<file path="config.mk">
export PLATFORM = sky130hd
export DESIGN_NAME = modn_digit_counter
export DESIGN_NICKNAME = d
export VERILOG_FILES = /design/src/rtl/modn_digit_counter.sv
export SDC_FILE = /design/constraint.sdc
export NUM_CORES = 1
export LEC_CHECK = 0
export ABC_CLOCK_PERIOD_IN_PS = 3300
export CAP_MARGIN = 20
export CORE_MARGIN = 2
export CORE_UTILIZATION = 46
export DETAILED_ROUTE_END_ITERATION = 6
export PLACE_DENSITY = 0.78
export SYNTH_ARGS = -nofsm -noshare
export SYNTH_HDL_FRONTEND = slang
export SYNTH_SLANG_ARGS = --single-unit
</file>
<file path="constraint.sdc">
create_clock -name CLK -period 3.3 [get_ports CLK]
set_clock_uncertainty 0.1 [all_clocks]
set_input_delay 0.99 -clock CLK [delete_from_list [all_inputs] [get_ports CLK]]
set_output_delay 0.99 -clock CLK [all_outputs]
set_load 0.02 [all_outputs]
</file>
<file path="src/rtl/modn_digit_counter.sv">
// Synchronous modulo-MOD counter of DIGITS digits with up/down, enable, clamped parallel load,
// cascade carry and sticky overflow. Define MODN_COUNTER_SAT_EN to saturate instead of wrapping.
module modn_digit_counter #(
   parameter  int MOD    = 10,
   parameter  int DIGITS = 2,
   localparam int W      = (MOD > 1) ? $clog2(MOD) : 1
) (
   input  logic                CLK,
   input  logic                reset,
   input  logic                en,
   input  logic                up,
   input  logic                load,
   input  logic [DIGITS*W-1:0] load_val,
   output logic [DIGITS*W-1:0] count,
   output logic                carry_out,
   output logic                ovf
);

   localparam logic [W-1:0] MAX_D = W'(MOD - 1);

   logic [W-1:0] r_digit   [DIGITS];
   logic         r_ovf;
   logic [W-1:0] w_digit_nxt [DIGITS];
   logic         w_ovf_nxt;
   logic [DIGITS-1:0] w_low_max;
   logic [DIGITS-1:0] w_low_zero;
   logic         w_all_max;
   logic         w_all_zero;
   logic         w_term;
   logic         w_hold_sat;

   function automatic logic [W-1:0] f_clamp(input logic [W-1:0] d);
      return (d > MAX_D) ? MAX_D : d;
   endfunction

   function automatic logic [W-1:0] f_inc(input logic [W-1:0] d);
      return (d == MAX_D) ? '0 : W'(d + 1'b1);
   endfunction

   function automatic logic [W-1:0] f_dec(input logic [W-1:0] d);
      return (d == '0) ? MAX_D : W'(d - 1'b1);
   endfunction

   // Digit i may move only when every lower digit is at its terminal value.
   always_comb begin
      logic v_max;
      logic v_zero;
      v_max      = 1'b1;
      v_zero     = 1'b1;
      w_low_max  = '0;
      w_low_zero = '0;
      for (int i = 0; i < DIGITS; i++) begin
         w_low_max[i]  = v_max;
         w_low_zero[i] = v_zero;
         v_max  = v_max  & (r_digit[i] == MAX_D);
         v_zero = v_zero & (r_digit[i] == '0);
      end
      w_all_max  = v_max;
      w_all_zero = v_zero;
   end

   assign w_term    = up ? w_all_max : w_all_zero;
   assign carry_out = en & ~load & w_term;

`ifdef MODN_COUNTER_SAT_EN
   assign w_hold_sat = w_term;
`else
   assign w_hold_sat = 1'b0;
`endif

   always_comb begin
      for (int i = 0; i < DIGITS; i++) begin
         w_digit_nxt[i] = r_digit[i];
         if (load) begin
            w_digit_nxt[i] = f_clamp(load_val[i*W +: W]);
         end else if (en && !w_hold_sat) begin
            if (up && w_low_max[i]) begin
               w_digit_nxt[i] = f_inc(r_digit[i]);
            end else if (!up && w_low_zero[i]) begin
               w_digit_nxt[i] = f_dec(r_digit[i]);
            end
         end
      end
   end

   always_comb begin
      w_ovf_nxt = r_ovf;
      if (load) begin
         w_ovf_nxt = 1'b0;
      end else if (carry_out) begin
         w_ovf_nxt = 1'b1;
      end
   end

   always_ff @(posedge CLK or posedge reset) begin
      if (reset) begin
         for (int i = 0; i < DIGITS; i++) begin
            r_digit[i] <= '0;
         end
         r_ovf <= 1'b0;
      end else begin
         for (int i = 0; i < DIGITS; i++) begin
            r_digit[i] <= w_digit_nxt[i];
         end
         r_ovf <= w_ovf_nxt;
      end
   end

   always_comb begin
      count = '0;
      for (int i = 0; i < DIGITS; i++) begin
         count[i*W +: W] = r_digit[i];
      end
   end

   assign ovf = r_ovf;

endmodule

</file>
* Word level (Yosys, flattened, before mapping) *
Cells that the tools add are included.

word-level totals
  bits in registers = 9
  input bits = 13
  output and inout bits = 10
  logic and storage cells = 41

cells by class
  add/sub/neg operators = 4
  order comparisons = 2
  eq/ne operators = 2
  muxes and demuxes = 16
  bitwise operators = 5
  reductions and logical operators = 9

operator list
  kind                   number
  $mux W4                13
  $add A4 B1 Y4 const B  2
  $eq A4 B4 Y1 const B   2
  $gt A4 B4 Y1 const B   2
  $logic_not A4 Y1       2
  $sub A4 B1 Y4 const B  2
  $and A1 B1 Y1          4
  $reduce_bool A2 Y1     2
  $mux W1                3
  $reduce_bool A3 Y1     1
  $logic_and A1 B1 Y1    2
  $reduce_and A2 Y1      1
  $logic_not A1 Y1       1
  $not A1 Y1             1

* Logic depth before layout (Yosys ltp) *
Gate-level depths: netlist of run 1.

  depth in word-level cells = 6
  depth in mapped cells = 5
  gate-level depth less buffers = 4

* Worst setup path after synthesis of run 1 *
No wires, ideal clock.

  path kind = input port to output port
  start point = input up
  end point = output carry_out
  data arrival time = 2.311 ns
  data required time = 2.210 ns
  slack = -0.101 ns
  stages on the path = 4
  buffers on the path = 1
  cell sequence = buf_6 or4_4 or4_4 a21oi_2

between the ends
  word-level cells in the longest chain between the ends = 2

RTL lines
  what                RTL line  RTL
  start: declaration  11        input logic up,
  $mux W1             62        assign w_term = up ? w_all_max : w_all_zero;
  $and A1 B1 Y1       63        assign carry_out = en & ~load & w_term;
  end: declaration    15        output logic carry_out,

Every way passes these cells.

* Worst setup path after layout of run 1 *
Ends and elaborated chain as after synthesis.

==> results of run 1 <==
worst max-delay path by stage:
stage,cells after the start,endpoint,from,slack [ps]
2_1_floorplan,4,carry_out,up,-40
3_3_place_gp,5,carry_out,up,-940
3_5_place_dp,5,carry_out,up,-940
4_1_cts,5,carry_out,up,-170
5_1_grt,5,carry_out,up,-50
6_report,5,carry_out,up,-30
critical path: stages:
cell and delay [ps]:
buf_6 90, or4_4 420, or4_4 440, a21oi_4 160, buf_6 140
registers in the layout (all words and copies together), names as in the netlist:
name / flops
count: 8
ovf: 1
area by class of cell:
| cell class | instances | share of cell area (%) |
|---|---|---|
| timing repair buffer | 36 | 29.6 |
| clock buffer | 4 | 2.38 |
| tap | 16 | 1.81 |
| inverter | 4 | 1.36 |
| sequential | 9 | 20.4 |
| multi-input combinational | 75 | 44.5 |
metrics by stage:
| step | hold slack [ps] | power (mW) |
|---|---|---|
| 2_1_floorplan | 495 | 0.251 |
| 3_3_place_gp | 368 | 0.327 |
| 3_5_place_dp | 369 | 0.333 |
| 4_1_cts | 390 | 0.419 |
| 5_1_grt | 425 | 0.447 |
| 6_report | 404 | 0.420 |
cell families (layout without fill, tap and decap cells):
logic type	after synthesis	count (layout)	share of synthesized area (%)
buf+inv	12	44	7.95
flops	9	9	29.2
simple gates	39	39	28.6
compound gates	31	31	28.6
xor+xnor	5	5	5.68
layer usage:
| metal | GRT usage (%) | vias up | routed length, um |
|---|---|---|---|
| li1 | - | 424 | - |
| met1 | 35.7 | 420 | 1030 |
| met2 | 42.0 | 20 | 1090 |
| met3 | 3.20 | 4 | 81 |
| met4 | 7.65 | 0 | 36 |
| met5 | 0 | - | 0 |
power breakdown:
group / total [mW] / switching [mW] / internal (mW) / leakage (nW)
Sequential: 0.143 / 0.0193 / 0.124 / 0.110
Combinational: 0.192 / 0.0991 / 0.0924 / 0.344
Clock: 0.0846 / 0.0381 / 0.0466 / 0.0150
Total: 0.420 / 0.156 / 0.263 / 0.469
synthesized netlist by cell type:
| cell | number |
|---|---|
| nor3_1 | 5 |
| buf_2 | 1 |
| or4_4 | 2 |
| nor2b_1 | 2 |
| inv_1 | 4 |
| o21a_1 | 2 |
| clkbuf_1 | 5 |
| or2_0 | 1 |
| a21oi_2 | 1 |
| buf_6 | 2 |
| nand4_1 | 6 |
| nand2_1 | 5 |
| and3_2 | 3 |
| and2_1 | 1 |
| nor2_1 | 6 |
| o211a_1 | 1 |
| a21o_1 | 3 |
| nand3_1 | 6 |
| o211ai_2 | 1 |
| o41ai_1 | 1 |
| or4b_1 | 1 |
| a2111o_1 | 2 |
| o31a_1 | 1 |
| xnor2_1 | 3 |
| and3_1 | 1 |
| o21ai_0 | 11 |
| a21boi_0 | 1 |
| o211ai_1 | 2 |
| o2111ai_1 | 1 |
| xor2_1 | 2 |
| a21oi_1 | 3 |
| dfrtp_1 | 9 |
| a32o_1 | 1 |
repair_timing:
action	in CTS	in global routing
cloned	0	0
resized for setup	11	0
endpoints found under the setup margin	1	1
setup buffers	1	1
pin swaps	3	3
layout by cell type (no fill, tap or decap), types with 2 or more instances in the layout:
cell type | netlist | layout
a2111o_1 | 2 | 2
a21o_1 | 3 | 3
a21oi_1 | 3 | 3
and3_2 | 3 | 3
buf_4 | 0 | 14
buf_6 | 2 | 2
clkbuf_4 | 0 | 3
clkdlybuf4s50_1 | 0 | 20
dfrtp_1 | 9 | 9
inv_1 | 4 | 4
nand2_1 | 5 | 5
nand3_1 | 6 | 6
nand4_1 | 6 | 6
nor2_1 | 6 | 6
nor2b_1 | 2 | 2
nor3_1 | 5 | 5
o211ai_1 | 2 | 2
o21a_1 | 2 | 2
o21ai_0 | 11 | 11
or4_4 | 2 | 2
xnor2_1 | 3 | 3
xor2_1 | 2 | 2
==> flow_summary_export.csv, run 1 <==
group,metric,value,unit
run_status,status,"finished, violations left",
power,ir_worst_vdd,347,uV
worst_setup_path,r2r_start,"count[2]",
worst_setup_path,rrSetupSlack,1340,ps
hold_path,worstHoldPathCells,1,
worst_setup_path,cp-start-kind,"input pin",
placement,dp_slack,-943,ps
final_layout,multiInputGateArea,492,um^2
placement,dpl_cell_area,1060,um^2
timing,final.period_utilization,101,%
clock_network,cts_num_sinks,9,
timing,max_freq,301,MHz
detailed_routing,firstDrtPassIters,4,
detailed_routing,wl_per_cell,15.6,um
synth,ys_top_cells_by_area,"dfrtp_1 29%, o21ai_0 7.1%, nand4_1 4.9%",
placement,place_hpwl,1630,um
synth,synth-seq-cells,9,
worst_setup_path,cp.arrival,2240,ps
hold_path,holdCritPathClass,"flip-flop to flip-flop",
timing,fin_tns_setup,-25.4,ps
detailed_routing,post-route-drc-count,0,
detailed_routing,ant_nets,0,
die,pin_count,23,
die,row_count,14,
final_layout,final_area,1110,um^2
timing,worst_pin_slew,329,ps
synth,ys_warn_count,0,
global_route,grt_max_degree,15,
clock_network,path_clk_slew,60,ps
clock_network,clockBufferDepth,2,
final_layout,final_util,71.8,%
die,fp.coreArea,1540,um^2
hold_path,worstHoldEndpoint,"ovf",
final_layout,fillCellCount,120,
synth,yosysTopAreaCellShare,29.2,%
detailed_routing,num_vias,868,
synth,synthesis.instances,96,
synth,avgSynthCellArea,8.03,um^2
synth,syn_nets,109,
clock_network,numCtsBuffers,3,
die,initial_utilization,50.0,%
final_layout,stdcell_count,144,
worst_setup_path,reg2reg_to,"ovf",
final_layout,num_antenna_cells,0,
detailed_routing,drt_iter0_markers,24,
global_route,antenna_found_initial,0,
die,die_h,44.9,um
timing,final.min_clock_period,3330,ps
placement,gp_congestion,0.852,
clock_network,cts_tree,"done",
synth,ys_types,33,
worst_setup_path,worstSetupPathType,"input pin to output pin",
final_layout,synthToLayoutAreaGrowth,43.5,%
timing,finalSetupViolCount,1,
final_layout,fin_nets,142,
worst_setup_path,path_max_fanout,2,
global_route,grt_pass1_vias,834,
job,maxCapViolations,0,
synth,synth_area_leader_cell,"dfrtp_1",
timing,worst_slack,-25.4,ps
global_route,grt_pass1_wl,3770,um
placement,io_buffers,22,
timing,slew_headroom,78.0,%
timing,slew_viol_final,0,
synth,synth_area,771,um^2
clock_network,hold_buffers,0,
global_route,grtUsageTotal,25.8,%
worst_setup_path,r2r_cells,6,
placement,dp_cells,138,
timing,final-hold-violation-count,0,
clock_network,clk_latency,260,ps
worst_setup_path,worstPathRequired,2210,ps
detailed_routing,viasPerCell,6.03,
die,die_area,2020,um^2
final_layout,seq_area,225,um^2
run_status,violations,"setup timing",
detailed_routing,wl,2240,um
worst_setup_path,worst_setup_path_end_kind,"output pin",
final_layout,drive_above_1_share,20.3,%
hold_path,min_from,"ovf",
clock_network,clock-root-buffer,"clkbuf_4",
die,die_w,44.9,um
global_route,grt_overflow,0,
synth,ys_seq_area_share,29.2,%
power,powerDensity,379,nW/um^2
power,leakage,0.469,nW
timing,rsz0062_at_grt,"yes",
clock_network,htreeDepth,1,
Note: power is estimated with default switching activity, not from simulation.
==> inputs of run 2 (changes only) <==
==> constraint.sdc (replaced) <==
create_clock -name CLK -period 3.3 [get_ports CLK]
set_clock_uncertainty 0.1 [all_clocks]
set_input_delay 0.33 -clock CLK [delete_from_list [all_inputs] [get_ports CLK]]
set_output_delay 0.33 -clock CLK [all_outputs]
set_load 0.02 [all_outputs]
==> run 2 against run 1 <==
- the run now ends clean
- combinational power fell by 22%
- critical path depth down 1
- fmax rose by 12%
- setup slack improved by 350 ps
- global-route usage fell by 4.2 points
- flip-flop and latch count stayed put
- first-iteration DRC count grew 21%
- core utilization decreased by 6.5 points
- final cell count shrank 8.3%
==> flow_summary_export.csv, run 2 (synthesis results as in run 1) <==
group,metric,value,unit
power,ir_worst_vdd,272,uV
detailed_routing,wl,1930,um
timing,slew_headroom,72.5,%
clock_network,clk_latency,250,ps
die,die_w,44.9,um
detailed_routing,ant_nets,0,
die,die_area,2020,um^2
clock_network,htreeDepth,1,
detailed_routing,viasPerCell,6.14,
run_status,status,"complete, no violations",
clock_network,cts_setup_buffers,0,
timing,slew_viol_final,0,
worst_setup_path,crit_top_cell,"or4_4",
die,die_h,44.9,um
worst_setup_path,critical_path.max_stage_delay,640,ps
worst_setup_path,cp.arrival,2540,ps
worst_setup_path,path_buf_inv,1,
timing,worst_pin_slew,411,ps
worst_setup_path,crit_family,"simple AND/OR/NAND/NOR gates",
final_layout,drive_above_1_share,10.3,%
final_layout,fin_nets,130,
die,row_count,14,
global_route,grt_max_degree,15,
detailed_routing,wl_met2,903,um
job,maxCapViolations,0,
global_route,grt_pass1_vias,727,
final_layout,largest_reg_flops,8,
timing,finalSetupViolCount,0,
final_layout,final_area,1010,um^2
clock_network,cts_tree,"done",
final_layout,num_antenna_cells,0,
global_route,antenna_found_initial,0,
worst_setup_path,worstPathRequired,2870,ps
power,powerDensity,389,nW/um^2
timing,max_freq,336,MHz
timing,final-hold-violation-count,0,
hold_path,holdCritPathClass,"input pin to asynchronous set/reset pin",
timing,final.period_utilization,90.1,%
worst_setup_path,path_max_fanout,9,
placement,dpl_cell_area,980,um^2
detailed_routing,drt_iter0_markers,29,
clock_network,path_clk_slew,60,ps
detailed_routing,firstDrtPassIters,4,
detailed_routing,wl_per_cell,14.6,um
worst_setup_path,slowest_stage,"clkdlybuf4s50_1",
timing,final.min_clock_period,2970,ps
clock_network,cts_resized,0,
final_layout,fillCellCount,132,
detailed_routing,met3_length,96,um
detailed_routing,met1_length,898,um
final_layout,stdcell_count,132,
worst_setup_path,worst_setup_path_end_kind,"output pin",
clock_network,clockBufferDepth,2,
worst_setup_path,worstSetupPathType,"flip-flop to output pin",
final_layout,synthToLayoutAreaGrowth,30.5,%
detailed_routing,top_layer_used,"met4",
die,pin_count,23,
clock_network,hold_buffers,0,
die,initial_utilization,50.0,%
clock_network,numCtsBuffers,3,
power,power.total,391,uW
die,fp.coreArea,1540,um^2
final_layout,layout_common_cells,"22 x clkdlybuf4s50_1, 11 x o21ai_0, 9 x dfrtp_1",
placement,io_buffers,22,
worst_setup_path,cp-start-kind,"flip-flop",
placement,gp_congestion,0.831,
final_layout,final_util,65.3,%
power,leakage,0.404,nW
clock_network,cts_num_sinks,9,
global_route,grt_pass1_wl,3240,um
worst_setup_path,cp_cell_sequence,"or4_4 > or4_4 > a21oi_2 > clkdlybuf4s50_1",
placement,place_hpwl,1460,um
global_route,grt_overflow,0,
detailed_routing,num_vias,810,
timing,fin_tns_setup,0,ps
clock_network,clock-root-buffer,"clkbuf_4",
placement,dp_cells,128,
final_layout,final_common_cell,"clkdlybuf4s50_1",
detailed_routing,post-route-drc-count,0,
global_route,grtUsageTotal,21.6,%
timing,rsz0062_at_grt,"no",
-- run 2: cell type report --
class / count / area (um^2) / share of cell area, %
Timing Repair Buffer: 24 / 235 / 23.4
Sequential cell: 9 / 225 / 22.4
Inverter: 4 / 15.0 / 1.49
Multi-Input combinational cell: 75 / 484 / 48.1
Tap cell: 16 / 20.0 / 1.99
Clock buffer: 4 / 26.3 / 2.61
-- run 2: worst register-to-register path: stages (launching register included) --
cell	delay, ps
dfrtp_1	460
nor2_1	380
o211ai_2	280
or4b_1	590
and3_1	160
-- run 2: stage by stage --
stage | hold WS [ps] | setup WS (ps)
after floorplan | 57.9 | 1070
after global placement | 371 | 352
after detailed placement | 369 | 338
after CTS | 236 | 318
after global routing | 279 | 264
final | 229 | 326
-- run 2: where the power goes --
group          leakage [nW]  internal [mW]  switching [mW]
combinational         0.279         0.0748          0.0747
sequential            0.110          0.124          0.0349
clock                0.0150         0.0465          0.0362
-- run 2: worst paths after layout --
check                      startpoint         to  slack (ps)  cells after the start
min                             reset   count[4]         230                      2
max in group asynchronous       reset   count[2]        2620                      2
min reg2reg                       ovf        ovf         400                      1
max                          count[2]  carry_out         330                      4
min in group CLK                  ovf        ovf         400                      1
max reg2reg                  count[2]   count[5]        1230                      4
-- run 2: per-layer routing --
| metal | vias to the layer above | global-route usage, % |
|---|---|---|
| li1 | 403 | - |
| met1 | 372 | 30.1 |
| met2 | 29 | 33.1 |
| met3 | 6 | 3.60 |
| met4 | 0 | 8.82 |
| met5 | - | 0 |
==> inputs of run 3 (changes only) <==
--- a/config.mk
+++ b/config.mk
@@ -6,11 +6,12 @@
 export NUM_CORES = 1
 export LEC_CHECK = 0
 export ABC_CLOCK_PERIOD_IN_PS = 3300
-export CAP_MARGIN = 20
 export CORE_MARGIN = 2
 export CORE_UTILIZATION = 46
 export DETAILED_ROUTE_END_ITERATION = 6
+export MAX_ROUTING_LAYER = met4
 export PLACE_DENSITY = 0.78
 export SYNTH_ARGS = -nofsm -noshare
 export SYNTH_HDL_FRONTEND = slang
 export SYNTH_SLANG_ARGS = --single-unit
+export TNS_END_PERCENT = 50
==> run 3 against run 2 <==
- total power is 0.14% lower
- non-clock buffer count stayed put
- register-to-register slack hardly changed
- sequential power hardly changed
- sequential share of layout area stayed put
- critical path type unchanged
- core utilization stayed put
- via count is 0.12% higher
==> flow_summary_export.csv, run 3 (synthesis results as in run 1) <==
group,metric,value,unit
worst_setup_path,worst_setup_path_end_kind,"output pin",
final_layout,stdcell_count,132,
die,pin_count,23,
clock_network,hold_buffers,0,
global_route,grt_pass1_vias,728,
power,clockPowerShare,21.2,%
clock_network,clockBufferDepth,2,
timing,slew_viol_final,0,
power,powerDensity,388,nW/um^2
die,fp.coreArea,1540,um^2
run_status,status,"complete, no violations",
final_layout,fillCellCount,132,
die,die_w,44.9,um
timing,final-hold-violation-count,0,
final_layout,drive_above_1_share,10.3,%
detailed_routing,viasPerCell,6.14,
timing,finalSetupViolCount,0,
job,maxCapViolations,0,
global_route,grt_max_degree,15,
final_layout,fin_nets,130,
global_route,grt_pass1_wl,3220,um
clock_network,path_clk_slew,60,ps
detailed_routing,post-route-drc-count,0,
power,leakage,0.404,nW
worst_setup_path,worstPathRequired,2870,ps
timing,slew_headroom,72.6,%
global_route,grt_overflow,0,
power,switchingPower,145,uW
worst_setup_path,cp.arrival,2540,ps
detailed_routing,ant_nets,0,
detailed_routing,firstDrtPassIters,4,
final_layout,num_antenna_cells,0,
power,power.share.switching,37.2,%
worst_setup_path,worstSetupPathType,"flip-flop to output pin",
detailed_routing,drt_iter0_markers,27,
final_layout,largest_reg_flops,8,
final_layout,seq_area,225,um^2
power,pwr-share-comb,38.2,%
timing,rsz0062_at_grt,"no",
placement,io_buffers,22,
detailed_routing,wl_per_cell,14.5,um
final_layout,multiInputGateArea,484,um^2
clock_network,htreeDepth,1,
clock_network,clk_latency,250,ps
detailed_routing,wl,1910,um
clock_network,cts_num_sinks,9,
timing,final.period_utilization,90.0,%
clock_network,clock-root-buffer,"clkbuf_4",
final_layout,synthToLayoutAreaGrowth,30.5,%
worst_setup_path,path_max_fanout,9,
die,row_count,14,
placement,gp_congestion,0.844,
power,internal_power,245,uW
timing,fin_tns_setup,0,ps
die,die_area,2020,um^2
timing,worst_slack,330,ps
clock_network,cts_setup_buffers,0,
hold_path,holdCritPathClass,"input pin to asynchronous set/reset pin",
placement,dp_cells,128,
global_route,antenna_found_initial,0,
worst_setup_path,cp-start-kind,"flip-flop",
detailed_routing,num_vias,811,
clock_network,cts_tree,"done",
die,die_h,44.9,um
timing,worst_pin_slew,410,ps
timing,max_freq,337,MHz
placement,place_hpwl,1460,um
power,ir_worst_vdd,272,uV
timing,final.min_clock_period,2970,ps
placement,dp_slack,338,ps
power,seqPwrFrac,40.6,%
final_layout,layout_common_cells,"22 x clkdlybuf4s50_1, 11 x o21ai_0, 9 x dfrtp_1",
global_route,grtUsageTotal,22.1,%
clock_network,numCtsBuffers,3,
final_layout,final_common_cell,"clkdlybuf4s50_1",
die,initial_utilization,50.0,%
clock_network,cts_resized,0,
-- run 3: layout make-up --
cell class | count | share of cell area (%)
sequential | 9 | 22.4
tap | 16 | 1.99
clock buffer | 4 | 2.61
timing repair buffer | 24 | 23.4
inverter | 4 | 1.49
multi-input combinational | 75 | 48.1
-- run 3: final timing paths --
check | start | endpoint | slack (ps) | depth (start not counted)
worst max-delay path | count[2] | carry_out | 330 | 4
worst min-delay path | reset | count[4] | 230 | 2
worst min register to register | ovf | ovf | 390 | 1
worst max register to register | count[2] | count[5] | 1220 | 4
min in group CLK | ovf | ovf | 390 | 1
max in group asynchronous | reset | count[2] | 2620 | 2
-- run 3: layer usage --
metal | routed length (um) | part of all wire (%) | track usage [%]
met4 | 36 | 1.9 | 8.82
met2 | 895 | 47 | 33.4
met3 | 102 | 5.3 | 3.60
met1 | 879 | 46 | 29.6
met5 | 0 | 0 | -
-- run 3: power by group through the flow --
stage / clock network [mW] / registers [mW] / logic [mW]
6_report: 0.0827 / 0.159 / 0.149
5_1_grt: 0.0929 / 0.162 / 0.163
4_1_cts: 0.0844 / 0.158 / 0.150
3_5_place_dp: 0 / 0.159 / 0.149
3_3_place_gp: 0 / 0.159 / 0.146
2_1_floorplan: 0 / 0.158 / 0.0929
-- run 3: worst max-delay path: stages, from the launching register on --
cell,delay [ps]
dfrtp_1,460
or4_4,570
or4_4,430
a21oi_2,190
clkdlybuf4s50_1,640
-- run 3: through the flow --
step | area, um^2 | util [%] | hold WS, ps | power [mW]
after floorplan | 771 | - | 57.9 | 0.250
after global placement | 980 | 63.6 | 371 | 0.305
after detailed placement | 980 | 63.6 | 369 | 0.308
after CTS | 1010 | 65.3 | 236 | 0.392
after global routing | 1010 | 65.3 | 279 | 0.418
final | 1010 | 65.3 | 229 | 0.391
